--- src/rtl/exm_pkg.sv ---
`default_nettype none
// ============================================================================
//  Module      : exm_pkg
//  Description : Shared encodings for the multi-cycle execute/memory stage:
//                ALU operations, memory operations, branch selector codes,
//                stack-pointer reset fill and FSM state encoding.
//  Revision    : 1.0  initial release
// ============================================================================
package exm_pkg;

  typedef enum logic [2:0] {
    ALU_PASS = 3'd0,
    ALU_ADD  = 3'd1,
    ALU_SUB  = 3'd2,
    ALU_AND  = 3'd3,
    ALU_OR   = 3'd4,
    ALU_NOT  = 3'd5,
    ALU_INC  = 3'd6,
    ALU_DEC  = 3'd7
  } alu_op_e;

  typedef enum logic [2:0] {
    MEM_NONE    = 3'd0,
    MEM_LOAD    = 3'd1,
    MEM_STORE   = 3'd2,
    MEM_PUSH    = 3'd3,
    MEM_POP     = 3'd4,
    MEM_PUSH_PC = 3'd5,
    MEM_POP_PC  = 3'd6
  } mem_op_e;

  localparam logic [1:0] BR_SEL_Z      = 2'b00;
  localparam logic [1:0] BR_SEL_N      = 2'b01;
  localparam logic [1:0] BR_SEL_C      = 2'b10;
  localparam logic [1:0] BR_SEL_ALWAYS = 2'b11;

  // SP resets to all-ones; the fill bit is replicated to DATA_W in the top.
  localparam logic SP_RESET_FILL = 1'b1;

  typedef enum logic [1:0] {
    ST_IDLE   = 2'd0,
    ST_ACCESS = 2'd1,
    ST_BEAT   = 2'd2
  } state_e;

endpackage
`default_nettype wire

--- src/rtl/exm_alu.sv ---
`default_nettype none
// ============================================================================
//  Module      : exm_alu
//  Description : Combinational ALU for the execute stage. Produces the result,
//                the carry/borrow bit and enables telling the caller which
//                flags this operation is allowed to update.
//  Ports       : i_alu_function  op code (exm_pkg::alu_op_e)
//                i_a, i_b        operands (i_b = operand2)
//                o_result        result modulo 2^DATA_W
//                o_carry         carry-out (ADD/INC) or borrow (SUB/DEC)
//                o_carry_en      C flag must be written
//                o_zn_en         Z/N flags must be written
//  Revision    : 1.0  initial release
// ============================================================================
module exm_alu
  import exm_pkg::*;
#(
  parameter int DATA_W = 16
) (
  input  logic [2:0]        i_alu_function,
  input  logic [DATA_W-1:0] i_a,
  input  logic [DATA_W-1:0] i_b,
  output logic [DATA_W-1:0] o_result,
  output logic              o_carry,
  output logic              o_carry_en,
  output logic              o_zn_en
);

  localparam logic [DATA_W:0] C_ONE_W = (DATA_W+1)'(1);

  // One extra bit on top catches carry-out on add and borrow on subtract.
  logic [DATA_W:0] w_wide;

  always_comb begin
    w_wide     = '0;
    o_carry_en = 1'b0;
    o_zn_en    = 1'b1;
    case (alu_op_e'(i_alu_function))
      ALU_PASS: begin
        w_wide  = {1'b0, i_a};
        o_zn_en = 1'b0;
      end
      ALU_ADD: begin
        w_wide     = {1'b0, i_a} + {1'b0, i_b};
        o_carry_en = 1'b1;
      end
      ALU_SUB: begin
        w_wide     = {1'b0, i_a} - {1'b0, i_b};
        o_carry_en = 1'b1;
      end
      ALU_AND: w_wide = {1'b0, i_a & i_b};
      ALU_OR:  w_wide = {1'b0, i_a | i_b};
      ALU_NOT: w_wide = {1'b0, ~i_a};
      ALU_INC: begin
        w_wide     = {1'b0, i_a} + C_ONE_W;
        o_carry_en = 1'b1;
      end
      ALU_DEC: begin
        w_wide     = {1'b0, i_a} - C_ONE_W;
        o_carry_en = 1'b1;
      end
      default: w_wide = {1'b0, i_a};
    endcase
    o_result = w_wide[DATA_W-1:0];
    o_carry  = w_wide[DATA_W];
  end

endmodule
`default_nettype wire

--- src/rtl/exm_stage_mc.sv ---
`default_nettype none
// ============================================================================
//  Module      : exm_stage_mc
//  Description : Multi-cycle execute/memory stage. ALU ops and branches
//                complete one cycle after accept; memory ops (load, store,
//                push, pop and multi-beat PC push/pop) run a req/ack handshake
//                against a DATA_W-wide memory. Holds the {Z,N,C} flags and the
//                stack pointer. PC_W must be a multiple of DATA_W.
//  Ports       : i_clk / i_reset(async, active-low)
//                i_valid/o_ready         instruction handshake from decode
//                i_alu_function, i_mem_op, i_branch_operation,
//                i_branch_selector, i_use_imm, i_data1, i_data2,
//                i_immediate, i_pc       instruction fields
//                o_mem_req/o_mem_we/o_mem_addr/o_mem_wdata,
//                i_mem_ack/i_mem_rdata   memory port
//                o_valid, o_ex_result, o_memory_data,
//                o_branch_decision, o_pc_new, o_flags   results
//  Revision    : 1.0  initial release
// ============================================================================
module exm_stage_mc
  import exm_pkg::*;
#(
  parameter int DATA_W = 16,
  parameter int PC_W   = 32
) (
  input  logic              i_clk,
  input  logic              i_reset,
  input  logic              i_valid,
  output logic              o_ready,
  input  logic [2:0]        i_alu_function,
  input  logic [2:0]        i_mem_op,
  input  logic              i_branch_operation,
  input  logic [1:0]        i_branch_selector,
  input  logic              i_use_imm,
  input  logic [DATA_W-1:0] i_data1,
  input  logic [DATA_W-1:0] i_data2,
  input  logic [DATA_W-1:0] i_immediate,
  input  logic [PC_W-1:0]   i_pc,
  output logic              o_mem_req,
  output logic              o_mem_we,
  output logic [DATA_W-1:0] o_mem_addr,
  output logic [DATA_W-1:0] o_mem_wdata,
  input  logic              i_mem_ack,
  input  logic [DATA_W-1:0] i_mem_rdata,
  output logic              o_valid,
  output logic [DATA_W-1:0] o_ex_result,
  output logic [DATA_W-1:0] o_memory_data,
  output logic              o_branch_decision,
  output logic [PC_W-1:0]   o_pc_new,
  output logic [2:0]        o_flags
);

  localparam int BEATS  = PC_W / DATA_W;
  localparam int BEAT_W = (BEATS > 1) ? $clog2(BEATS) : 1;
  localparam logic [DATA_W-1:0] C_SP_RESET = {DATA_W{SP_RESET_FILL}};
  localparam logic [DATA_W-1:0] C_ONE      = DATA_W'(1);
  localparam logic [BEAT_W-1:0] C_LAST     = BEAT_W'(BEATS - 1);

  state_e              r_state, w_state_next;
  mem_op_e             r_op;
  logic [DATA_W-1:0]   r_sp;
  logic [2:0]          r_flags, w_flags_next;      // {Z,N,C}
  logic [BEAT_W-1:0]   r_beat;
  logic [PC_W-1:0]     r_pc_shift;                 // PC words to push / being assembled
  logic                r_mem_req, r_mem_we;
  logic [DATA_W-1:0]   r_mem_addr, r_mem_wdata;
  logic                r_valid, r_branch;
  logic [DATA_W-1:0]   r_ex_result, r_memory_data;
  logic [PC_W-1:0]     r_pc_new;

  logic [DATA_W-1:0]   w_op2, w_alu_result;
  logic                w_alu_c, w_alu_c_en, w_alu_zn_en;
  logic                w_accept, w_ack, w_last_beat, w_cond, w_take;
  logic [PC_W-1:0]     w_rd_ext, w_pc_asm;

  exm_alu #(.DATA_W(DATA_W)) u_alu (
    .i_alu_function (i_alu_function),
    .i_a            (i_data1),
    .i_b            (w_op2),
    .o_result       (w_alu_result),
    .o_carry        (w_alu_c),
    .o_carry_en     (w_alu_c_en),
    .o_zn_en        (w_alu_zn_en)
  );

  always_comb begin
    w_op2       = i_use_imm ? i_immediate : i_data2;
    w_accept    = i_valid && (r_state == ST_IDLE);
    // An ack only counts while a request is actually outstanding.
    w_ack       = r_mem_req && i_mem_ack;
    w_last_beat = (r_beat == C_LAST);

    // POP_PC reads LS word first: each new word enters at the top and the
    // accumulated value shifts down, so after BEATS reads it is in place.
    w_rd_ext = PC_W'(i_mem_rdata) << (PC_W - DATA_W);
    w_pc_asm = (r_pc_shift >> DATA_W) | w_rd_ext;

    w_flags_next = r_flags;
    if (w_alu_zn_en) begin
      w_flags_next[2] = (w_alu_result == '0);
      w_flags_next[1] = w_alu_result[DATA_W-1];
    end
    if (w_alu_c_en) begin
      w_flags_next[0] = w_alu_c;
    end

    // Branch condition uses the flags as they were before this instruction.
    case (i_branch_selector)
      BR_SEL_Z: w_cond = r_flags[2];
      BR_SEL_N: w_cond = r_flags[1];
      BR_SEL_C: w_cond = r_flags[0];
      default:  w_cond = 1'b1;
    endcase
    w_take = i_branch_operation && w_cond;

    w_state_next = r_state;
    case (r_state)
      ST_IDLE: begin
        if (w_accept) begin
          case (mem_op_e'(i_mem_op))
            MEM_LOAD, MEM_STORE, MEM_PUSH, MEM_POP: w_state_next = ST_ACCESS;
            MEM_PUSH_PC, MEM_POP_PC:               w_state_next = ST_BEAT;
            default:                               w_state_next = ST_IDLE;
          endcase
        end
      end
      ST_ACCESS: if (w_ack) w_state_next = ST_IDLE;
      ST_BEAT:   if (w_ack && w_last_beat) w_state_next = ST_IDLE;
      default:   w_state_next = ST_IDLE;
    endcase
  end

  always_ff @(posedge i_clk or negedge i_reset) begin
    if (!i_reset) begin
      r_state <= ST_IDLE;
    end else begin
      r_state <= w_state_next;
    end
  end

  always_ff @(posedge i_clk or negedge i_reset) begin
    if (!i_reset) begin
      r_op          <= MEM_NONE;
      r_sp          <= C_SP_RESET;
      r_flags       <= 3'b000;
      r_beat        <= '0;
      r_pc_shift    <= '0;
      r_mem_req     <= 1'b0;
      r_mem_we      <= 1'b0;
      r_mem_addr    <= '0;
      r_mem_wdata   <= '0;
      r_valid       <= 1'b0;
      r_branch      <= 1'b0;
      r_ex_result   <= '0;
      r_memory_data <= '0;
      r_pc_new      <= '0;
    end else begin
      r_valid  <= 1'b0;
      r_branch <= 1'b0;
      case (r_state)
        ST_IDLE: begin
          if (w_accept) begin
            r_flags     <= w_flags_next;
            r_ex_result <= w_alu_result;
            r_op        <= mem_op_e'(i_mem_op);
            r_beat      <= '0;
            case (mem_op_e'(i_mem_op))
              MEM_LOAD: begin
                r_mem_req  <= 1'b1;
                r_mem_we   <= 1'b0;
                r_mem_addr <= i_data1;
              end
              MEM_STORE: begin
                r_mem_req   <= 1'b1;
                r_mem_we    <= 1'b1;
                r_mem_addr  <= i_data1;
                r_mem_wdata <= i_data2;
              end
              MEM_PUSH: begin
                r_mem_req   <= 1'b1;
                r_mem_we    <= 1'b1;
                r_mem_addr  <= r_sp;
                r_mem_wdata <= i_data1;
              end
              MEM_POP: begin
                // Pre-increment: read at SP+1, SP itself moves on the ack.
                r_mem_req  <= 1'b1;
                r_mem_we   <= 1'b0;
                r_mem_addr <= r_sp + C_ONE;
              end
              MEM_PUSH_PC: begin
                r_mem_req   <= 1'b1;
                r_mem_we    <= 1'b1;
                r_mem_addr  <= r_sp;
                r_mem_wdata <= i_pc[PC_W-1 -: DATA_W];
                r_pc_shift  <= i_pc << DATA_W;
              end
              MEM_POP_PC: begin
                r_mem_req  <= 1'b1;
                r_mem_we   <= 1'b0;
                r_mem_addr <= r_sp + C_ONE;
                r_pc_shift <= '0;
              end
              default: begin
                r_valid  <= 1'b1;
                r_branch <= w_take;
                r_pc_new <= PC_W'(i_data1);
              end
            endcase
          end
        end
        ST_ACCESS: begin
          if (w_ack) begin
            r_mem_req <= 1'b0;
            r_mem_we  <= 1'b0;
            r_valid   <= 1'b1;
            case (r_op)
              MEM_PUSH: r_sp <= r_sp - C_ONE;
              MEM_POP:  r_sp <= r_sp + C_ONE;
              default:  r_sp <= r_sp;
            endcase
            if (!r_mem_we) begin
              r_memory_data <= i_mem_rdata;
            end
          end
        end
        ST_BEAT: begin
          if (w_ack) begin
            r_beat <= r_beat + BEAT_W'(1);
            if (r_mem_we) begin
              r_sp        <= r_sp - C_ONE;
              r_mem_addr  <= r_mem_addr - C_ONE;
              r_mem_wdata <= r_pc_shift[PC_W-1 -: DATA_W];
              r_pc_shift  <= r_pc_shift << DATA_W;
            end else begin
              r_sp       <= r_sp + C_ONE;
              r_mem_addr <= r_mem_addr + C_ONE;
              r_pc_shift <= w_pc_asm;
            end
            if (w_last_beat) begin
              r_mem_req <= 1'b0;
              r_mem_we  <= 1'b0;
              r_valid   <= 1'b1;
              if (!r_mem_we) begin
                r_branch <= 1'b1;
                r_pc_new <= w_pc_asm;
              end
            end
          end
        end
        default: ;
      endcase
    end
  end

  assign o_ready           = (r_state == ST_IDLE);
  assign o_mem_req         = r_mem_req;
  assign o_mem_we          = r_mem_we;
  assign o_mem_addr        = r_mem_addr;
  assign o_mem_wdata       = r_mem_wdata;
  assign o_valid           = r_valid;
  assign o_ex_result       = r_ex_result;
  assign o_memory_data     = r_memory_data;
  assign o_branch_decision = r_branch;
  assign o_pc_new          = r_pc_new;
  assign o_flags           = r_flags;

endmodule
`default_nettype wire
--- config.mk ---
export PLATFORM = sky130hd
export DESIGN_NAME = exm_stage_mc
export DESIGN_NICKNAME = d
export VERILOG_FILES = /design/src/rtl/exm_pkg.sv /design/src/rtl/exm_alu.sv /design/src/rtl/exm_stage_mc.sv
export SDC_FILE = /design/constraint.sdc
export NUM_CORES = 1
export LEC_CHECK = 0
export ABC_AREA = 1
export CORE_UTILIZATION = 53
export CTS_CLUSTER_SIZE = 16
export DETAILED_ROUTE_END_ITERATION = 16
export MAX_ROUTING_LAYER = met4
export PLACE_DENSITY = 0.81
export SLEW_MARGIN = 25
export SYNTH_ARGS = -nofsm -noshare
export SYNTH_HDL_FRONTEND = slang
export SYNTH_SLANG_ARGS = --single-unit
--- constraint.sdc ---
create_clock -name i_clk -period 2.8 [get_ports i_clk]
set_input_delay 0.28 -clock i_clk [delete_from_list [all_inputs] [get_ports i_clk]]
set_output_delay 0.28 -clock i_clk [all_outputs]
set_load 0.01 [all_outputs]
; Yosys cells after proc, flatten, opt, wreduce, memory -nomap -nowiden
; Index checks and enable logic that the tools add are counted.
; Widths: inputs -> output; s select.
[word_totals]
regBits = 157
input_bits = 110
[op_classes]
n_eq_ne = 33
add_sub_neg = 9
bitwise = 6
n_reduce_logical = 33
mux = 59
[ops]
columns = cell, count
row1 = $mux 32, 8
row2 = $pmux 32 s2, 3
row3 = $mux 16, 10
row4 = $pmux 17 s8, 1
row5 = $pmux 16 s2, 4
row6 = $pmux 16 s3, 2
row7 = $add 16x1->16 const B, 2
row8 = $or 16x32->32, 1
row9 = $sub 16x1->16 const B, 2
row10 = $eq 3x3->1 const B, 8
row11 = $mux 1, 19
row12 = $reduce_and 6->1, 3
row13 = $add 16x1->17 const B, 1
row14 = $add 16x16->17, 1
row15 = $sub 16x1->17 const B, 1
row16 = $sub 16x16->17, 1
row17 = $and 16x16->16, 1
row18 = $logic_not 16->1, 1
row19 = $ne 2x2->1 const B, 8
row20 = $not 16->16, 1
row21 = $or 16x16->16, 1
row22 = $eq 3x2->1 const B, 5
row23 = $reduce_and 3->1, 5
row24 = $pmux 1 s3, 4
row25 = other kinds (26), 47

; Logic depth before layout (Yosys ltp)
; Gate-level depths: netlist of run 1.
[depth]
depth_word = 6
mapped_depth = 31
depth_no_buf = 29

; Cells and area by module
; A second synthesis of run 1 with hierarchy kept.
[unflattened]
hier_cells = 1740
hier_area_um2 = 11559.8
[modules_own_cells]
columns = module, cells_each, seq_area_each_um2, area_per_inst_um2, n_inst
row1 = exm_stage_mc, 1303, 3948.8, 9374.0, 1
row2 = exm_alu, 437, 0.0, 2185.8, 1

; Worst setup path before layout of run 1
; Ideal clock, no wire load.
[synth_path]
path_kind = in2reg
start = input i_use_imm
end = register r_flags[2] (netlist: o_flags[2])
n_path_buf = 2
path_stages = 30
t_arrival_ns = 2.959
slack_ns = -0.224
setup_ns = 0.065
t_required_ns = 2.735
path_cell_list = buf_6 inv_4 buf_6 nand2_2 nand2_4 inv_1 ha_1 nand2_1 nor2_1 nand3_2 nor2_4 nand2_2 nor2_1 nand3_1 nand2_1 o21ai_1 ha_1 nand2_1 inv_1 nand2_1 nand2_1 a21oi_1 nand3_1 nand3_1 nand2_1 nand2_1 nand2_1 nor2_1 nand4_1 nand2_1
[synth_between]
elab_chain_len = 4
[synth_lines]
columns = element, line_no
row1 = start: declaration, exm_stage_mc.sv:34  ; input logic i_use_imm,
row2 = $mux 16 *, exm_stage_mc.sv:87  ; w_op2 = i_use_imm ? i_immediate : i_data2;
row3 = "$sub 16x16->17, or another cell as far along", exm_alu.sv:48  ; w_wide = {1'b0, i_a} - {1'b0, i_b};
row4 = $pmux 17 s8 *, exm_alu.sv:38  ; case (alu_op_e'(i_alu_function))
row5 = $logic_not 16->1 *, exm_stage_mc.sv:100  ; w_flags_next[2] = (w_alu_result == '0);
row6 = end signal: assignment, exm_stage_mc.sv:163  ; r_flags <= w_flags_next;
row7 = end: declaration, exm_stage_mc.sv:62  ; logic [2:0] r_flags, w_flags_next;
; Mark *: on every way between the ends. The rest lies on a longest branch, timed or not.
; A chain may end at the register's enable or synchronous reset.

; Final worst setup path of run 1
[layout_path]
start = input i_immediate[6]
end = register r_flags[2] (netlist: o_flags[2])
[layout_between]
elab_chain_len = 4
[layout_lines]
columns = element, line_no
row1 = start: declaration, exm_stage_mc.sv:37  ; input logic [DATA_W-1:0] i_immediate,
row2 = $mux 16 *, exm_stage_mc.sv:87
row3 = "$sub 16x16->17, or another cell as far along", exm_alu.sv:48
row4 = $pmux 17 s8 *, exm_alu.sv:38
row5 = $logic_not 16->1 *, exm_stage_mc.sv:100
; Marks and branches as above.

==> flow_metrics.py, run 1 <==
metrics = {
    "finish": {
        "multiInputGateArea_um2": 6718,
        "fillers": 1550,
        "drive_above_1_share_pct": 19.58,
        "design_area_um2": 15930,
        "nNetsFinal": 2113,
        "diodes": 0,
        "utilization_pct": 77.96,
        "area_growth_pct": 42.86,
        "regArea_um2": 3949,
    },
    "die": {
        "coreArea_um2": 20430,
        "die_y_um": 147.0,
        "rows": 52,
        "dieArea_um2": 21620,
        "initial_core_util_pct": 54.57,
        "die_w_um": 147.0,
        "ioPinCount": 214,
    },
    "routing": {
        "routed_wl_um": 44440,
        "drtIter0Drc": 1156,
        "routed-via-count": 13093,
        "drc": 0,
        "wl_per_cell_um": 19.78,
        "drtPass1Iterations": 6,
        "ant_nets": 0,
        "vias_per_cell": 5.827,
    },
    "worst_setup_path": {
        "required_ns": 3.17,
        "ff2ff_path_depth": 11,
        "endpoint_kind": "register",
        "reg2reg_from": "o_mem_we",
        "critical_path_class": "primary input to register",
        "r2r_setup_slack_ns": 0.18,
        "arrival_ns": 3.15,
        "r2r-end": "o_mem_addr[10]",
        "worst-path-stages": 25,
        "crit_path_start_kind": "primary input",
        "cp_max_fo": 4,
        "cp_top_family": "simple AND/OR/NAND/NOR gates",
        "cpMostUsedCell": "nand2_1",
        "max_stage_delay_ns": 0.46,
        "cp.buffers_inverters": 4,
        "slowest_stage": "clkdlybuf4s50_1",
    },
    "synth": {
        "synth_area_um2": 11150,
        "syn-num-nets": 1759,
        "syn_area_per_cell_um2": 6.924,
        "ys_types": 57,
        "synth_top_area_share_pct": 31.65,
        "synth_ff_type": "dfrtp_1",
        "yosysTopAreaCell": "dfrtp_1",
        "yosysWarnings": 0,
        "synth_edf_count": 0,
        "synth-seq-cells": 157,
        "ys_seq_area_share_pct": 35.42,
        "synth.most_common_cell": "nand2_1",
        "synth_common_cells": "nand2_1, inv_1, o21ai_0, dfrtp_1, nor2_1",
        "yosys-top-cells-area": "dfrtp_1, nand2_1, o21ai_0",
        "syn_inst": 1610,
        "synth-async-reset-ratio_pct": 100.0,
    },
    "clock_tree": {
        "clkSlewWorstSetupHoldPaths_ns": 0.07,
        "cts.sinks": 157,
        "h-tree-depth": 4,
        "cts_root_buf": "clkbuf_16",
        "ctsLongestPathBuffers": 2,
        "cts_buffers": 17,
        "insertion_delay_ns": 0.44,
        "cts_tree": "done",
    },
    "placement": {
        "gp_congestion": 1.066,
        "placed_area_um2": 14580,
        "place.port_buffers": 213,
        "dp_hpwl_um": 33060,
    },
    "global_routing": {
        "grt_max_degree": 69,
        "grt_pass1_wl_um": 67960,
        "track_usage_pct": 42.24,
        "grt_pass1_vias": 12474,
        "antenna_found_initial": 0,
        "grt-ovfl-total": 0,
    },
    "sta": {
        "clock_skew_ns": 0.01320,
        "hold_viol": 0,
        "worstMarginPinSlew_ns": 0.9340,
        "period_needed_ns": 2.779,
        "fmax_mhz": 359.8,
        "relSlewSlack_pct": 37.58,
        "setup_viol": 0,
        "layout_worst_path_cycle_share_pct": 99.25,
        "rsz0062_at_grt": "yes",
        "slew_violations": 0,
    },
    "power_and_ir_drop": {
        "vdd_drop_max_v": 0.0006377,
        "powerDensity_nw_per_um2": 970.0,
        "power.leakage_nw": 7.477,
    },
    "run": {
        "drv_cap": 0,
    },
    "hold_path": {
        "hold_class": "primary input to asynchronous set/reset pin",
    },
    "run_status": {
        "status": "complete, no violations",
    },
}
==> sequential cells by signal, summed over array words and instances, names as in the netlist, 2 cells and up <==
register,cells
o_ex_result,16
o_flags,3
o_mem_addr,16
o_mem_wdata,16
o_memory_data,16
o_pc_new,32
r_op,3
r_pc_shift,32
r_sp,16
r_state,2
==> cells by family (layout without fill, tap and decap cells) <==
family / after synthesis / after routing / synth area share [%]
compound gates: 371 / 371 / 18.83
xor+xnor: 37 / 37 / 2.907
mux: 1 / 1 / 0.08979
simple gates: 742 / 743 / 28.61
buf+inv: 263 / 629 / 9.630
flops: 157 / 157 / 35.42
fa+ha+maj: 39 / 39 / 4.512
==> worst max path at each step <==
stage | start | end
floorplan | i_use_imm | o_flags[2]
global placement | i_use_imm | o_flags[2]
detailed placement | i_use_imm | o_flags[0]
CTS | i_data2[0] | o_flags[2]
global route | i_use_imm | o_flags[0]
finish | i_immediate[6] | o_flags[2]
==> routing by layer <==
layer  vias to the layer above  share of wire [%]  track usage, %
met5                         -                  0               -
met4                         0                5.1           20.21
met3                       148                8.2           6.677
met2                       697                 47           65.66
met1                      6203                 40           54.00
li1                       6045                  -               -
==> cells in the final DEF (no fill, tap or decap), types with 30 or more instances in the layout <==
cell type,count
nand2_1,396
clkdlybuf4s50_1,194
buf_4,176
inv_1,172
dfrtp_1,141
o21ai_0,136
nor2_1,117
nand3_1,102
a21oi_1,84
a31oi_1,36
xor2_1,30
==> report_power, final <==
part | switching, mW | internal, mW | total, mW
registers | 0.810 | 3.46 | 4.27
logic | 5.10 | 3.76 | 8.87
clock network | 1.13 | 1.18 | 2.31
==> per-stage QoR <==
stage / power, mW / instances / setup WS [ns] / TNS, ns / hold slack [ns]
6_report: 15.45 / 2247 / 0.02097 / 0 / 0.4160
5_1_grt: 16.44 / 2247 / -0.1189 / -0.4146 / 0.4537
4_1_cts: 15.14 / 2241 / 0.002346 / 0 / 0.4232
3_5_place_dp: 12.62 / 2179 / -0.9646 / -12.51 / 0.3197
3_3_place_gp: 12.38 / 2179 / -0.8830 / -11.30 / 0.3175
2_1_floorplan: 9.082 / 1610 / -0.1047 / -0.2610 / -0.01559
==> area by class of cell <==
| cell class | instances | share of cell area, % |
|---|---|---|
| Timing Repair Buffer | 400 | 22.59 |
| Inverter | 197 | 4.737 |
| Tap cell | 270 | 2.121 |
| Clock inverter | 15 | 0.9035 |
| Sequential cell | 157 | 24.79 |
| Clock buffer | 17 | 2.671 |
| Multi-Input combinational cell | 1191 | 42.18 |
==> repair_timing <==
| item | in CTS | in global routing |
|---|---|---|
| gates resized for setup | 99 | 67 |
| setup endpoints to repair | 16 | 41 |
| pin swaps | 48 | 44 |
| hold buffers | 1 | 0 |
| endpoints found under the hold margin | 47 | 0 |
| gates cloned | 0 | 1 |
| setup buffers | 30 | 6 |
Note: power is estimated with default switching activity, not from simulation.
==> run 2: changes to the inputs <==
Settings changed: CORE_MARGIN set to 2.
==> run 2 against run 1 <==
  * The flow now finishes with violations (setup timing)
  * Global-route usage fell by 0.93 points
  * Via count rose by 0.29%
  * Critical path depth fell by 1
  * Sequential cell count did not move
  * Non-clock buffer count rose by 5
  * Sequential power rose by 1%
==> flow_metrics.py, run 2 (synthesis results as in run 1) <==
metrics = {
    "finish": {
        "multiInputGateArea_um2": 6673,
        "fillers": 1567,
        "layout_common_cells": "nand2_1, clkdlybuf4s50_1, buf_4",
        "instances_no_fill": 2258,
        "nNetsFinal": 2117,
        "design_area_um2": 15980,
        "drive_above_1_share_pct": 19.54,
        "final_common_cell": "nand2_1",
        "area_growth_pct": 43.34,
        "regArea_um2": 3949,
    },
    "die": {
        "die_y_um": 149.0,
        "die_w_um": 149.0,
        "dieArea_um2": 22210,
        "coreArea_um2": 20820,
        "ioPinCount": 214,
        "initial_core_util_pct": 53.54,
        "rows": 53,
    },
    "sta": {
        "worstMarginPinSlew_ns": 0.9467,
        "fin_ws_ns": -0.1129,
        "rsz0062_at_grt": "yes",
        "layout_worst_path_cycle_share_pct": 104.0,
        "fmax_mhz": 343.3,
        "period_needed_ns": 2.913,
        "clock_skew_ns": 0.02045,
        "slew_violations": 0,
        "setup_tns_ns": -0.5534,
        "holdWs_ns": 0.3941,
        "relSlewSlack_pct": 36.73,
        "hold_viol": 0,
        "setup_viol": 7,
    },
    "run": {
        "drv_cap": 0,
    },
    "clock_tree": {
        "ctsLongestPathBuffers": 2,
        "insertion_delay_ns": 0.44,
        "cts_buffers": 17,
        "cts_tree": "done",
        "cts.sinks": 157,
        "h-tree-depth": 4,
        "cts_root_buf": "clkbuf_16",
        "clkSlewWorstSetupHoldPaths_ns": 0.08,
    },
    "placement": {
        "dp_hpwl_um": 33190,
        "place.port_buffers": 213,
        "gp_congestion": 0.9839,
        "dp_slack_ns": -0.9701,
        "placed_area_um2": 14590,
        "placed_cells": 2185,
    },
    "global_routing": {
        "grt_max_degree": 65,
        "antenna_found_initial": 3,
        "grt-ovfl-total": 0,
        "track_usage_pct": 41.31,
        "grt_pass1_vias": 12479,
        "grt_pass1_wl_um": 68340,
    },
    "routing": {
        "vias_per_cell": 5.815,
        "routed_wl_um": 44830,
        "wl_per_cell_um": 19.85,
        "routed-via-count": 13131,
        "ant_nets": 0,
        "drtPass1Iterations": 6,
        "drtIter0Drc": 1243,
        "drc": 0,
    },
    "hold_path": {
        "hold_class": "primary input to asynchronous set/reset pin",
    },
    "worst_setup_path": {
        "required_ns": 3.12,
        "cp_max_fo": 4,
        "endpoint_kind": "register",
        "arrival_ns": 3.24,
        "critical_path_class": "primary input to register",
        "crit_path_start_kind": "primary input",
    },
    "run_status": {
        "status": "complete, but fails checks",
        "violations": "setup timing",
    },
    "power_and_ir_drop": {
        "powerDensity_nw_per_um2": 975.6,
        "vdd_drop_max_v": 0.0006526,
        "power.leakage_nw": 7.518,
    },
}
[run 2: cell count changes in the layout (fill, tap and decap cells not counted), moves of 4 or more]
cell and change:
nand2_1 -8, nand2_2 +7, o21ai_1 +5, buf_6 +4
o21ai_0 -6, dlygate4sd2_1 +4, inv_2 -4
[run 2: timing repair]
action,CTS,global route
endpoints found under the setup margin,14,55
hold buffers,1,0
endpoints found under the hold margin,50,0
pin swaps,47,36
resized for setup,86,80
setup buffers,29,9
[run 2: per-stage QoR]
step	power, mW	util (%)
floorplan	9.082	-
global placement	12.40	70.09
detailed placement	12.65	70.09
CTS	15.23	75.15
global route	16.56	76.75
finish	15.59	76.75
[run 2: power by group]
group	total [mW]	internal [mW]	switching, mW
Combinational	8.89	3.79	5.09
Clock	2.38	1.20	1.17
Sequential	4.33	3.46	0.869
Total	15.6	8.45	7.14
[run 2: cell type report]
| cell class | count | area share (%) |
|---|---|---|
| timing repair buffer | 405 | 22.89 |
| multi-input combinational | 1190 | 41.76 |
| antenna | 2 | 0.03132 |
| inverter | 197 | 4.768 |
| clock inverter | 15 | 1.034 |
| sequential | 157 | 24.71 |
| tap | 275 | 2.153 |
| clock buffer | 17 | 2.662 |
[run 2: routing by layer]
layer / track usage, % / wire, um / up-vias
met5: - / 0 / -
met4: 17.81 / 2059 / 0
met3: 6.453 / 3941 / 122
met2: 65.99 / 21090 / 764
met1: 52.38 / 17740 / 6188
li1: - / - / 6057
[run 2: path summary, 6_finish.rpt]
path / start / end / slack [ns] / cells past startpoint
max reg2reg: r_state[0] / o_mem_wdata[6] / 0.25 / 11
min reg2reg: o_memory_data[14] / o_memory_data[14] / 0.49 / 2
min: i_reset / o_pc_new[20] / 0.39 / 2
max: i_data2[7] / o_flags[2] / -0.11 / 24
min in group i_clk: i_mem_rdata[4] / o_pc_new[20] / 0.43 / 3
max in group asynchronous: i_reset / r_sp[0] / 1.58 / 3
[run 2: critical path, stage by stage]
cell             delay, ns
clkdlybuf4s50_1       0.51
o21ai_4               0.20
inv_2                 0.06
nor2_2                0.11
nand3_2               0.12
buf_6                 0.15
a21oi_1               0.16
o21ai_1               0.14
nand2_1               0.16
ha_4                  0.24
nand2_1               0.08
nand2_1               0.08
inv_1                 0.07
nand2_2               0.08
a21oi_4               0.18
nand2_2               0.07
nand2_2               0.08
nand3_2               0.06
nand2_1               0.07
nand2_2               0.08
nand2_1               0.07
nor2_1                0.04
nand4_1               0.06
nand2_1               0.05
==> run 3: changes to the inputs <==
Settings changed: RECOVER_POWER set to 25.
==> run 3 against run 2 <==
  * The run ends with capacitance limit, slew limit, setup timing left
  * First-iteration DRC count up 0.88%
  * Hold slack improved by 0.037 ns
  * Sequential power is essentially flat
  * Critical path depth is the same
  * Global-route usage did not move
  * Final area decreased by 0.12%
  * Critical path type unchanged
  * Largest cell class unchanged
  * Largest power group unchanged
==> flow_metrics.py, run 3 (synthesis results as in run 1) <==
metrics = {
    "worst_setup_path": {
        "endpoint_kind": "register",
        "cp_max_fo": 4,
        "crit_path_start_kind": "primary input",
        "critical_path_class": "primary input to register",
        "reg2reg_from": "r_state[0]",
        "required_ns": 3.12,
        "startpoint": "i_data2[7]",
        "arrival_ns": 3.23,
    },
    "run_status": {
        "violations": "capacitance limit, slew limit, setup timing",
        "status": "complete, but fails checks",
    },
    "routing": {
        "vias_per_cell": 5.811,
        "routed-via-count": 13121,
        "drtIter0Drc": 1254,
        "routed_wl_um": 44830,
        "drc": 0,
        "wl_per_cell_um": 19.85,
        "drtPass1Iterations": 5,
        "ant_nets": 0,
    },
    "clock_tree": {
        "cts_tree": "done",
        "cts_buffers": 17,
        "ctsLongestPathBuffers": 2,
        "h-tree-depth": 4,
        "clkSlewWorstSetupHoldPaths_ns": 0.08,
        "cts_root_buf": "clkbuf_16",
        "insertion_delay_ns": 0.44,
        "cts.sinks": 157,
    },
    "sta": {
        "relSlewSlack_pct": -6.425,
        "setup_viol": 7,
        "fin_ws_ns": -0.1136,
        "period_needed_ns": 2.914,
        "clock_skew_ns": 0.02047,
        "holdWs_ns": 0.4315,
        "worstMarginPinSlew_ns": 1.596,
        "fmax_mhz": 343.2,
        "layout_worst_path_cycle_share_pct": 104.1,
        "hold_viol": 0,
        "slew_violations": 63,
        "rsz0062_at_grt": "yes",
    },
    "global_routing": {
        "antenna_found_initial": 3,
        "track_usage_pct": 41.31,
        "grt_pass1_wl_um": 68340,
        "grt_pass1_vias": 12479,
        "grt-ovfl-total": 0,
        "grt_max_degree": 65,
    },
    "placement": {
        "dp_hpwl_um": 33190,
        "gp_congestion": 0.9839,
        "place.port_buffers": 213,
    },
    "finish": {
        "drive_above_1_share_pct": 19.54,
        "nNetsFinal": 2117,
        "area_growth_pct": 43.18,
        "layout_common_cells": "nand2_1, clkdlybuf4s50_1, buf_4",
        "final_common_cell": "nand2_1",
    },
    "hold_path": {
        "hp-start": "i_mem_rdata[4]",
        "hold_class": "primary input to register",
    },
    "die": {
        "die_w_um": 149.0,
        "coreArea_um2": 20820,
        "ioPinCount": 214,
        "die_y_um": 149.0,
        "dieArea_um2": 22210,
        "initial_core_util_pct": 53.54,
        "rows": 53,
    },
    "power_and_ir_drop": {
        "vdd_drop_max_v": 0.0006523,
        "powerDensity_nw_per_um2": 975.9,
        "power.total_mw": 15.58,
        "power.leakage_nw": 7.511,
    },
    "run": {
        "drv_cap": 1,
    },
}
run 3: changes by cell type in the layout (fill, tap and decap cells not counted), sizes merged:
cell	previous run	this run
clkbuf	18	20
buf	194	192
run 3: power by group:
| part | leakage [nW] | internal, mW | switching (mW) |
|---|---|---|---|
| clock network | 0.287 | 1.20 | 1.17 |
| logic | 5.32 | 3.79 | 5.09 |
| registers | 1.90 | 3.46 | 0.871 |
| total | 7.51 | 8.45 | 7.13 |
run 3: per-stage QoR:
step	util [%]	instances	area [um2]	setup TNS, ns	worst slack, ns
floorplan	-	1610	11260	-0.2610	-0.1047
global placement	70.09	2185	14590	-11.16	-0.9263
detailed placement	70.09	2185	14590	-12.22	-0.9701
CTS	75.15	2247	15650	-0.01762	-0.01762
global route	76.66	2258	15960	-2.930	-0.2853
finish	76.66	2258	15960	-0.5539	-0.1136
run 3: worst paths after layout:
kind | cells after the start | slack (ns) | end
setup / recovery | 24 | -0.11 | o_flags[2]
hold / removal | 3 | 0.43 | o_pc_new[20]
min in group asynchronous | 2 | 0.79 | o_pc_new[20]
max in group asynchronous | 3 | 0.34 | o_pc_new[3]
hold reg to reg | 2 | 0.49 | o_memory_data[6]
setup reg to reg | 11 | 0.25 | o_mem_wdata[6]
run 3: critical path: stages:
cell	delay, ns
clkdlybuf4s50_1	0.51
o21ai_4	0.20
inv_2	0.06
nor2_2	0.11
nand3_2	0.12
buf_6	0.15
a21oi_1	0.16
o21ai_1	0.14
nand2_1	0.16
ha_4	0.24
nand2_1	0.08
nand2_1	0.08
inv_1	0.07
nand2_2	0.08
a21oi_4	0.18
nand2_2	0.07
nand2_2	0.08
nand3_2	0.06
nand2_1	0.07
nand2_2	0.08
nand2_1	0.07
nor2_1	0.04
nand4_1	0.06
nand2_1	0.05
run 3: layout make-up:
type                    instances  area (um2)
multi-input cells            1190        6673
fillers                      1571        4861
flip-flops and latches        157        3949
repair buffers                405        3638
inverters                     197       762.0
clock buffers                  17       425.4
well taps                     275       344.1
clock inverters                15       165.2
diodes                          2       5.005
run 3: routing by layer:
| metal | share of wire [%] | GRT usage (%) | wire, um | vias to the layer above |
|---|---|---|---|---|
| met4 | 4.6 | 17.81 | 2057 | 0 |
| met1 | 40 | 52.38 | 17750 | 6210 |
| li1 | - | - | - | 6054 |
| met2 | 47 | 65.99 | 21110 | 742 |
| met5 | 0 | - | 0 | - |
| met3 | 8.7 | 6.453 | 3907 | 115 |
run 3: repair_timing:
action | in CTS | in global routing
pin swaps | 47 | 36
hold buffers | 1 | 0
setup buffers | 29 | 9
endpoints found under the hold margin | 50 | 0
gates resized for setup | 86 | 80
cloned | 0 | 0
setup endpoints to repair | 14 | 55
